### src/rtl/pipe_comp_pkg.sv
// Shared result encoding and default sizing for the pipe_comp comparator.
// The optional min/max tracker in pipe_comp is enabled by defining PIPE_COMP_MINMAX_EN.
package pipe_comp_pkg;

  localparam int DATAWIDTH_DEF = 8;
  localparam int CNTWIDTH_DEF  = 16;

  typedef enum logic [1:0] {
    CMP_EQ = 2'd0,
    CMP_LT = 2'd1,
    CMP_GT = 2'd2
  } cmp_e;

endpackage

### src/rtl/pipe_comp_core.sv
// Combinational magnitude comparator; signed mode flips the sign bits so a
// single unsigned compare serves both encodings.
module comp_core
  import pipe_comp_pkg::*;
#(
  parameter int W = DATAWIDTH_DEF
) (
  input  logic [W-1:0] a,
  input  logic [W-1:0] b,
  input  logic         sgn,
  output cmp_e         res
);

  logic [W-1:0] a_x_s;
  logic [W-1:0] b_x_s;

  // Bias operands into unsigned order, then classify.
  always_comb begin
    a_x_s        = a;
    b_x_s        = b;
    a_x_s[W-1]   = a[W-1] ^ sgn;
    b_x_s[W-1]   = b[W-1] ^ sgn;
    if (a_x_s == b_x_s) begin
      res = CMP_EQ;
    end else if (a_x_s < b_x_s) begin
      res = CMP_LT;
    end else begin
      res = CMP_GT;
    end
  end

endmodule

### src/rtl/pipe_comp.sv
// Latency-1 comparator with a single-entry output register, saturating result
// counters and, with PIPE_COMP_MINMAX_EN defined, a running max/min tracker of a.
module pipe_comp
  import pipe_comp_pkg::*;
#(
  parameter int DATAWIDTH = DATAWIDTH_DEF,
  parameter int CNTWIDTH  = CNTWIDTH_DEF
) (
  input  logic                 Clk,
  input  logic                 Rst,
  input  logic                 clr,
  input  logic                 in_valid,
  output logic                 in_ready,
  input  logic [DATAWIDTH-1:0] a,
  input  logic [DATAWIDTH-1:0] b,
  input  logic                 sgn,
  output logic                 out_valid,
  input  logic                 out_ready,
  output logic                 gt,
  output logic                 lt,
  output logic                 eq,
`ifdef PIPE_COMP_MINMAX_EN
  output logic [DATAWIDTH-1:0] max_a,
  output logic [DATAWIDTH-1:0] min_a,
  output logic                 trk_vld,
`endif
  output logic [CNTWIDTH-1:0]  cnt_gt,
  output logic [CNTWIDTH-1:0]  cnt_lt,
  output logic [CNTWIDTH-1:0]  cnt_eq
);

  function automatic logic [CNTWIDTH-1:0] sat_inc(input logic [CNTWIDTH-1:0] v, input logic inc);
    if (inc && (v != {CNTWIDTH{1'b1}})) begin
      sat_inc = v + CNTWIDTH'(1);
    end else begin
      sat_inc = v;
    end
  endfunction

  cmp_e                core_res_s;
  logic                acc_s;
  logic                out_valid_q, out_valid_d;
  logic                gt_q, gt_d, lt_q, lt_d, eq_q, eq_d;
  logic [CNTWIDTH-1:0] cnt_gt_q, cnt_gt_d, cnt_lt_q, cnt_lt_d, cnt_eq_q, cnt_eq_d;

  comp_core #(.W(DATAWIDTH)) u_core (.a(a), .b(b), .sgn(sgn), .res(core_res_s));

  assign in_ready  = !out_valid_q || out_ready;
  assign acc_s     = in_valid && in_ready;
  assign out_valid = out_valid_q;
  assign gt        = gt_q;
  assign lt        = lt_q;
  assign eq        = eq_q;
  assign cnt_gt    = cnt_gt_q;
  assign cnt_lt    = cnt_lt_q;
  assign cnt_eq    = cnt_eq_q;

  // Output register: load on accept, empty on consume, otherwise hold.
  always_comb begin
    out_valid_d = out_valid_q;
    gt_d        = gt_q;
    lt_d        = lt_q;
    eq_d        = eq_q;
    if (acc_s) begin
      out_valid_d = 1'b1;
      gt_d        = (core_res_s == CMP_GT);
      lt_d        = (core_res_s == CMP_LT);
      eq_d        = (core_res_s == CMP_EQ);
    end else if (out_ready) begin
      out_valid_d = 1'b0;
      gt_d        = 1'b0;
      lt_d        = 1'b0;
      eq_d        = 1'b0;
    end else begin
      out_valid_d = out_valid_q;
    end
  end

  // Counters: clr zeroes first so a coincident accept still counts once.
  always_comb begin
    cnt_gt_d = sat_inc(clr ? {CNTWIDTH{1'b0}} : cnt_gt_q, acc_s && (core_res_s == CMP_GT));
    cnt_lt_d = sat_inc(clr ? {CNTWIDTH{1'b0}} : cnt_lt_q, acc_s && (core_res_s == CMP_LT));
    cnt_eq_d = sat_inc(clr ? {CNTWIDTH{1'b0}} : cnt_eq_q, acc_s && (core_res_s == CMP_EQ));
  end

  // Result and counter state.
  always_ff @(posedge Clk or negedge Rst) begin
    if (!Rst) begin
      out_valid_q <= 1'b0;
      gt_q        <= 1'b0;
      lt_q        <= 1'b0;
      eq_q        <= 1'b0;
      cnt_gt_q    <= {CNTWIDTH{1'b0}};
      cnt_lt_q    <= {CNTWIDTH{1'b0}};
      cnt_eq_q    <= {CNTWIDTH{1'b0}};
    end else begin
      out_valid_q <= out_valid_d;
      gt_q        <= gt_d;
      lt_q        <= lt_d;
      eq_q        <= eq_d;
      cnt_gt_q    <= cnt_gt_d;
      cnt_lt_q    <= cnt_lt_d;
      cnt_eq_q    <= cnt_eq_d;
    end
  end

`ifdef PIPE_COMP_MINMAX_EN
  cmp_e                 vs_max_s, vs_min_s;
  logic [DATAWIDTH-1:0] max_a_q, max_a_d, min_a_q, min_a_d;
  logic                 trk_vld_q, trk_vld_d;

  comp_core #(.W(DATAWIDTH)) u_core_max (.a(a), .b(max_a_q), .sgn(sgn), .res(vs_max_s));
  comp_core #(.W(DATAWIDTH)) u_core_min (.a(a), .b(min_a_q), .sgn(sgn), .res(vs_min_s));

  assign max_a   = max_a_q;
  assign min_a   = min_a_q;
  assign trk_vld = trk_vld_q;

  // Tracker: first accept after reset/clr seeds both extremes with a.
  always_comb begin
    max_a_d   = max_a_q;
    min_a_d   = min_a_q;
    trk_vld_d = trk_vld_q;
    if (acc_s) begin
      trk_vld_d = 1'b1;
      if (clr || !trk_vld_q) begin
        max_a_d = a;
        min_a_d = a;
      end else begin
        max_a_d = (vs_max_s == CMP_GT) ? a : max_a_q;
        min_a_d = (vs_min_s == CMP_LT) ? a : min_a_q;
      end
    end else if (clr) begin
      max_a_d   = {DATAWIDTH{1'b0}};
      min_a_d   = {DATAWIDTH{1'b0}};
      trk_vld_d = 1'b0;
    end else begin
      trk_vld_d = trk_vld_q;
    end
  end

  // Tracker state.
  always_ff @(posedge Clk or negedge Rst) begin
    if (!Rst) begin
      max_a_q   <= {DATAWIDTH{1'b0}};
      min_a_q   <= {DATAWIDTH{1'b0}};
      trk_vld_q <= 1'b0;
    end else begin
      max_a_q   <= max_a_d;
      min_a_q   <= min_a_d;
      trk_vld_q <= trk_vld_d;
    end
  end
`endif

endmodule

### config.mk
export PLATFORM = sky130hd
export DESIGN_NAME = pipe_comp
export DESIGN_NICKNAME = d
export VERILOG_FILES = /design/src/rtl/pipe_comp_pkg.sv /design/src/rtl/pipe_comp_core.sv /design/src/rtl/pipe_comp.sv
export SDC_FILE = /design/constraint.sdc
export NUM_CORES = 1
export LEC_CHECK = 0
export BUFFER_PORTS_ARGS = -buffer_cell sky130_fd_sc_hd__buf_2
export CAP_MARGIN = 40
export CORE_MARGIN = 5
export CORE_UTILIZATION = 49
export CTS_CLUSTER_DIAMETER = 50
export DETAILED_ROUTE_END_ITERATION = 16
export GPL_ROUTABILITY_DRIVEN = 1
export PLACE_DENSITY = 0.85
export SKIP_LAST_GASP = 1
export SLEW_MARGIN = 10
export SYNTH_ARGS = -nofsm -noshare
export SYNTH_HDL_FRONTEND = slang
export SYNTH_SLANG_ARGS = --single-unit
### constraint.sdc
create_clock -name Clk -period 2.43 [get_ports Clk]
set_input_delay 0.243 -clock Clk [delete_from_list [all_inputs] [get_ports Clk]]
set_output_delay 0.243 -clock Clk [all_outputs]
set_load 0.05 [all_outputs]
## Yosys cells after proc, flatten, opt, wreduce, memory -nomap -nowiden

Cells that the tools add are included.

- Magnitude comparators: 1
- Add/sub/neg operators: 3
- Equal/unequal tests: 6
- Reductions and logical operators: 11
- Mux-type cells: 13
- Bitwise operators: 2

Operators by type and width:

| cell | number |
|---|---|
| 2-to-1 mux 16 bit | 6 |
| adder 16 x 1 -> 16 bit, second input constant | 3 |
| inequality test 16 bit, second input constant | 3 |
| == test 8 bit | 1 |
| less-than comparator 8 bit | 1 |
| logical AND 1 bit | 7 |
| 2-to-1 mux 1 bit | 5 |
| 2-to-1 mux 2 bit | 2 |
| == test 2 x 1 -> 1 bit, second input constant | 1 |
| == test 2 bit, second input constant | 1 |
| logical NOT 2 bit | 1 |
| nonzero test 2 bit | 1 |
| XOR 1 bit | 2 |
| logical NOT 1 bit | 1 |
| logical OR 1 bit | 1 |

- Word-level logic and storage cells: 43
- Register bits: 52
- Input bits: 22
- Output and inout bits: 53

## Logic depth before layout (Yosys ltp)

- Depth in word-level cells: 8
- Depth in mapped cells: 11
- Gate-level depth less buffers: 8

## Modules after synthesis

A second synthesis with hierarchy kept.

- Cells, all modules: 327
- Area total of the unflattened synthesis: 3124.2 sq um

By module, submodules not included:

| module | cells each | area an instance (sq um) | instances |
|---|---|---|---|
| pipe_comp | 297 | 2897.8 | 1 |
| comp_core | 30 | 226.5 | 1 |

## Worst setup path after synthesis

OpenSTA, ideal clock, no wires.

- Kind: reg2reg
- Start: register out_valid_q (netlist: out_valid)
- End: register cnt_lt_q[9] (netlist: cnt_lt[9])
- Path slack: -169 ps
- Required time: 2305 ps
- Library setup time: 125 ps
- Arrival time: 2474 ps
- Stages on the path, launching flop included: 7
- Clock period less this slack: 2599 ps
- Cells stage by stage: dfrtp_1 nand2b_1 o2111ai_1 or3_1 buf_6 nor3_4 mux2_4

- Longest elaborated chain between the ends: 6

RTL lines:

| item | line | RTL |
|---|---|---|
| start, declared | pipe_comp.sv:42 | `logic out_valid_q, out_valid_d;` |
| start signal, assigned | pipe_comp.sv:97 | `out_valid_q <= out_valid_d;` |
| logical NOT 1 bit | pipe_comp.sv:48 | `assign in_ready = !out_valid_q \|\| out_ready;` |
| logical OR 1 bit | pipe_comp.sv:48 |  |
| net in_ready | pipe_comp.sv:13 | `output logic in_ready,` |
| logical AND 1 bit | pipe_comp.sv:49 | `assign acc_s = in_valid && in_ready;` |
| logical AND 1 bit | pipe_comp.sv:82 | `cnt_lt_d = sat_inc(clr ? {CNTWIDTH{1'b0}} : cnt_lt_q, acc_s && (core_res_s == CMP_LT));` |
| logical AND 1 bit | pipe_comp.sv:33 | `if (inc && (v != {CNTWIDTH{1'b1}})) begin` |
| 2-to-1 mux 16 bit | pipe_comp.sv:33 |  |
| net cnt_lt_d[9] | pipe_comp.sv:44 | `logic [CNTWIDTH-1:0] cnt_gt_q, cnt_gt_d, cnt_lt_q, cnt_lt_d, cnt_eq_q, cnt_eq_d;` |
| end signal, assigned | pipe_comp.sv:94 | `cnt_lt_q <= {CNTWIDTH{1'b0}};` |
| end signal, assigned | pipe_comp.sv:102 | `cnt_lt_q <= cnt_lt_d;` |
| end, declared | pipe_comp.sv:44 |  |

The timed path passes the listed nets, and every way through them passes these cells.
A chain may end at the register's enable or synchronous reset.

## Worst setup path in the final report

- Start: register cnt_lt_q[1] (netlist: cnt_lt[1])
- End: register cnt_lt_q[1] (netlist: cnt_lt[1])

- Longest elaborated chain between the ends: 4

RTL lines:

| item | line |
|---|---|
| 2-to-1 mux 16 bit (*) | pipe_comp.sv:82 |
| branches (longest 2 deep; another with adder 16 x 1 -> 16 bit) | -- |
| 2-to-1 mux 16 bit (*) | pipe_comp.sv:33 |
| net cnt_lt_d[1] | pipe_comp.sv:44 |

Mark *: on every way through the listed nets, which the timed path passes.

==> impl_metrics.csv <==
group,metric,value,unit
critical_path,critPathSlowestCell,"dfrtp_1",
routing,viasPerCell,5.41,
synthesis,synth_edf_count,0,
synthesis,synth_flop_cell,"dfrtp_1",
cells_and_area,areaGrowthSynthToFinish,20.2,%
timing,fmax,444,MHz
routing,routed_wl,7150,um
clock_network,cts_buffers,5,
synthesis,syn_nets,354,
floorplanning,fp.dieArea,8130,um2
global_route,antenna_found_initial,0,
power,ir_worst_vdd,0.245,mV
synthesis,yosys_warnings,0,
cells_and_area,final_nets,441,
timing,post-route-min-period,2.25,ns
floorplanning,start_util,0.499,
timing,hold_viol,0,
floorplanning,core,6310,um2
routing,drtIter0Drc,63,
timing,fin_tns_setup,0,ns
global_route,gr-total-overflow,0,
power,powerDensity,444,nW/um2
cells_and_area,n_fill_cell,555,
timing,fin_skew,0.00991,ns
power,seqPwrFrac,0.532,
floorplanning,die_h,90.2,um
critical_path,crit_arrival,2.44,ns
critical_path,r2r-start,"cnt_lt[1]",
routing,ant_nets,0,
critical_path,critPathLaunchType,"flip-flop",
timing,setup_viol,0,
critical_path,cp-startpoint,"cnt_lt[1]",
critical_path,cp-end-kind,"flip-flop",
place,place_hpwl,5580,um
floorplanning,die_w,90.2,um
routing,drtPass1Iterations,4,
clock_network,cts_setup_buffers,0,
timing,max_slew_margin,0.640,
synthesis,postSynthAreaPerCell,9.81,um2
place,gp_congestion,0.851,
timing,rsz0062_at_grt,"false",
clock_network,clockBufferDepth,2,
power,combPwrFrac,0.174,
floorplanning,ios,75,
global_route,grt_pass1_vias,2663,
min_path,hp-class,"in2reg",
synthesis,ys_types,56,
synthesis,ys_seq_elements,52,
clock_network,htree_levels,2,
floorplanning,core.rowCount,29,
run_status,status,"finished clean",
cells_and_area,drive_gt1_frac,0.315,
critical_path,worstSetupPathType,"reg2reg",
global_route,grt_pass1_wl,12600,um
clock_network,cts_tree,"done",
synthesis,async_reset_ff_frac,1.00,
power,p_leak,1.81,nW
routing,drc,0,
timing,final-max-slew-violation-count,0,
critical_path,critPathTopFamily,"simple AND/OR/NAND/NOR gates",
power,switching_power,0.497,mW
job,maxCapViolations,0,
routing,vias,2630,
critical_path,crit_path_max_incr_delay,0.42,ns
clock_network,cts.sinks,52,
clock_network,root_buffer,"clkbuf_8",
clock_network,path_clk_slew,0.09,ns
cells_and_area,antennaDiodeCount,0,
critical_path,crit_buf_inv,1,
power,clkPwrFrac,0.293,
critical_path,crit_chain,"nor2b_1 -> ha_1 -> nand3_1 -> or2_1 -> nor3_4 -> or3_4 -> buf_4 -> mux2_4",
clock_network,clock_latency,0.30,ns
synthesis,synth_area,3150,um2
synthesis,seq_area_frac_synth,0.413,
timing,worst_slew_pin_slew,0.534,ns
synthesis,synth_cells,321,
power,switching_share,0.296,
timing,holdWs,0.195,ns
min_path,min_from,"in_valid",
critical_path,required,2.62,ns
global_route,grt_max_degree,24,
place,io_buffers,74,
power,internal-power,1.18,mW
critical_path,path_max_fanout,5,
timing,fin_crit_sh,0.927,
global_route,grt_usage,0.181,
routing,wl_per_cell,14.7,um
## metrics by stage
step | total power [mW] | area [um2] | util | instances | setup slack (ns)
floorplan | 1.10 | 3150 | - | 321 | 0.0119
global placement | 1.20 | 3670 | 0.581 | 477 | 0.122
detailed placement | 1.21 | 3670 | 0.581 | 477 | 0.00467
CTS | 1.70 | 3770 | 0.597 | 486 | 0.0503
global route | 1.77 | 3780 | 0.599 | 486 | 0.0119
finish | 1.68 | 3780 | 0.599 | 486 | 0.177
## final timing paths
kind,cells past startpoint,end,slack [ns]
setup / recovery,8,cnt_lt[1],0.18
hold / removal,2,out_valid,0.20
setup reg to reg,8,cnt_lt[1],0.18
hold reg to reg,2,lt,0.50
max in group asynchronous,3,cnt_gt[10],1.49
min in group asynchronous,2,cnt_gt[4],0.35
## kinds of logic after synthesis
family          share of synthesized area
simple gates                        0.297
flops                               0.413
xor+xnor                            0.106
compound gates                     0.0823
buf+inv                            0.0346
fa+ha+maj                          0.0437
mux                                0.0234
## power groups by stage
stage | registers, mW | clock network, mW | logic, mW
2_1_floorplan | 0.969 | 0 | 0.135
3_3_place_gp | 0.912 | 0 | 0.284
3_5_place_dp | 0.913 | 0 | 0.293
4_1_cts | 0.895 | 0.510 | 0.295
5_1_grt | 0.898 | 0.549 | 0.320
6_report | 0.895 | 0.493 | 0.293
## placed cells by master, fill, tap and decap left out, drive strengths merged, types with 2 or more instances in the layout
cell	instances
a2111oi	3
a21oi	8
and2	4
and3	6
and3b	2
and4	3
buf	89
clkbuf	6
dfrtp	52
ha	11
inv	12
mux2	5
nand2	35
nand2b	6
nand3	16
nand3b	3
nand4	14
nor2	30
nor2b	17
nor3	8
nor4	8
o21ai	6
o31ai	2
or2	3
or3	4
or4	3
xnor2	27
xor2	11
## flip-flops by register name, indices dropped and copies added, names as in the netlist
signal / cells
out_valid: 1
eq: 1
lt: 1
cnt_gt: 16
cnt_lt: 16
cnt_eq: 16
gt: 1
## cell usage after synthesis (all sizes together), types with 2 or more instances
master | number | area (um2)
dfrtp | 52 | 1300
o21ai | 6 | 37.5
nand2b | 6 | 52.6
nand3 | 16 | 85.1
inv | 12 | 45.0
mux2 | 5 | 63.8
or4 | 3 | 22.5
nand3b | 3 | 22.5
ha | 11 | 138
nand4 | 14 | 93.8
or3 | 4 | 25.0
and3 | 6 | 37.5
clkbuf | 4 | 15.0
nor2 | 30 | 113
buf | 5 | 40.0
and2 | 4 | 25.0
a21oi | 8 | 55.1
xor2 | 11 | 96.3
xnor2 | 27 | 236
nor2b | 17 | 106
or2 | 3 | 18.8
nor3 | 8 | 72.6
o31ai | 2 | 15.0
nand2 | 35 | 136
nor4 | 8 | 50.1
a2111oi | 3 | 45.0
and3b | 2 | 17.5
and4 | 3 | 28.8
## cell type report
type	count	area [um2]	share of cell area
flip-flops and latches	52	1300	0.344
inverters	12	45.0	0.0119
multi-input cells	247	1760	0.465
clock inverters	2	16.3	0.00430
clock buffers	6	72.6	0.0192
well taps	77	96.3	0.0255
repair buffers	90	493	0.130
## per-layer routing
layer,track usage,part of all wire,vias to the layer above,wire (um)
met5,0,0,-,0
met4,0.0409,0.0053,0,38
met3,0.0334,0.044,5,317
li1,-,-,1294,-
met2,0.307,0.49,52,3510
met1,0.240,0.46,1279,3290
## what timing repair did
item                                    CTS  global route
hold buffers                              1             0
gates resized for setup                   0             3
endpoints found under the setup margin    0            10
hold endpoints to repair                 11             0
No activity file was read; power rests on OpenSTA's default activity.
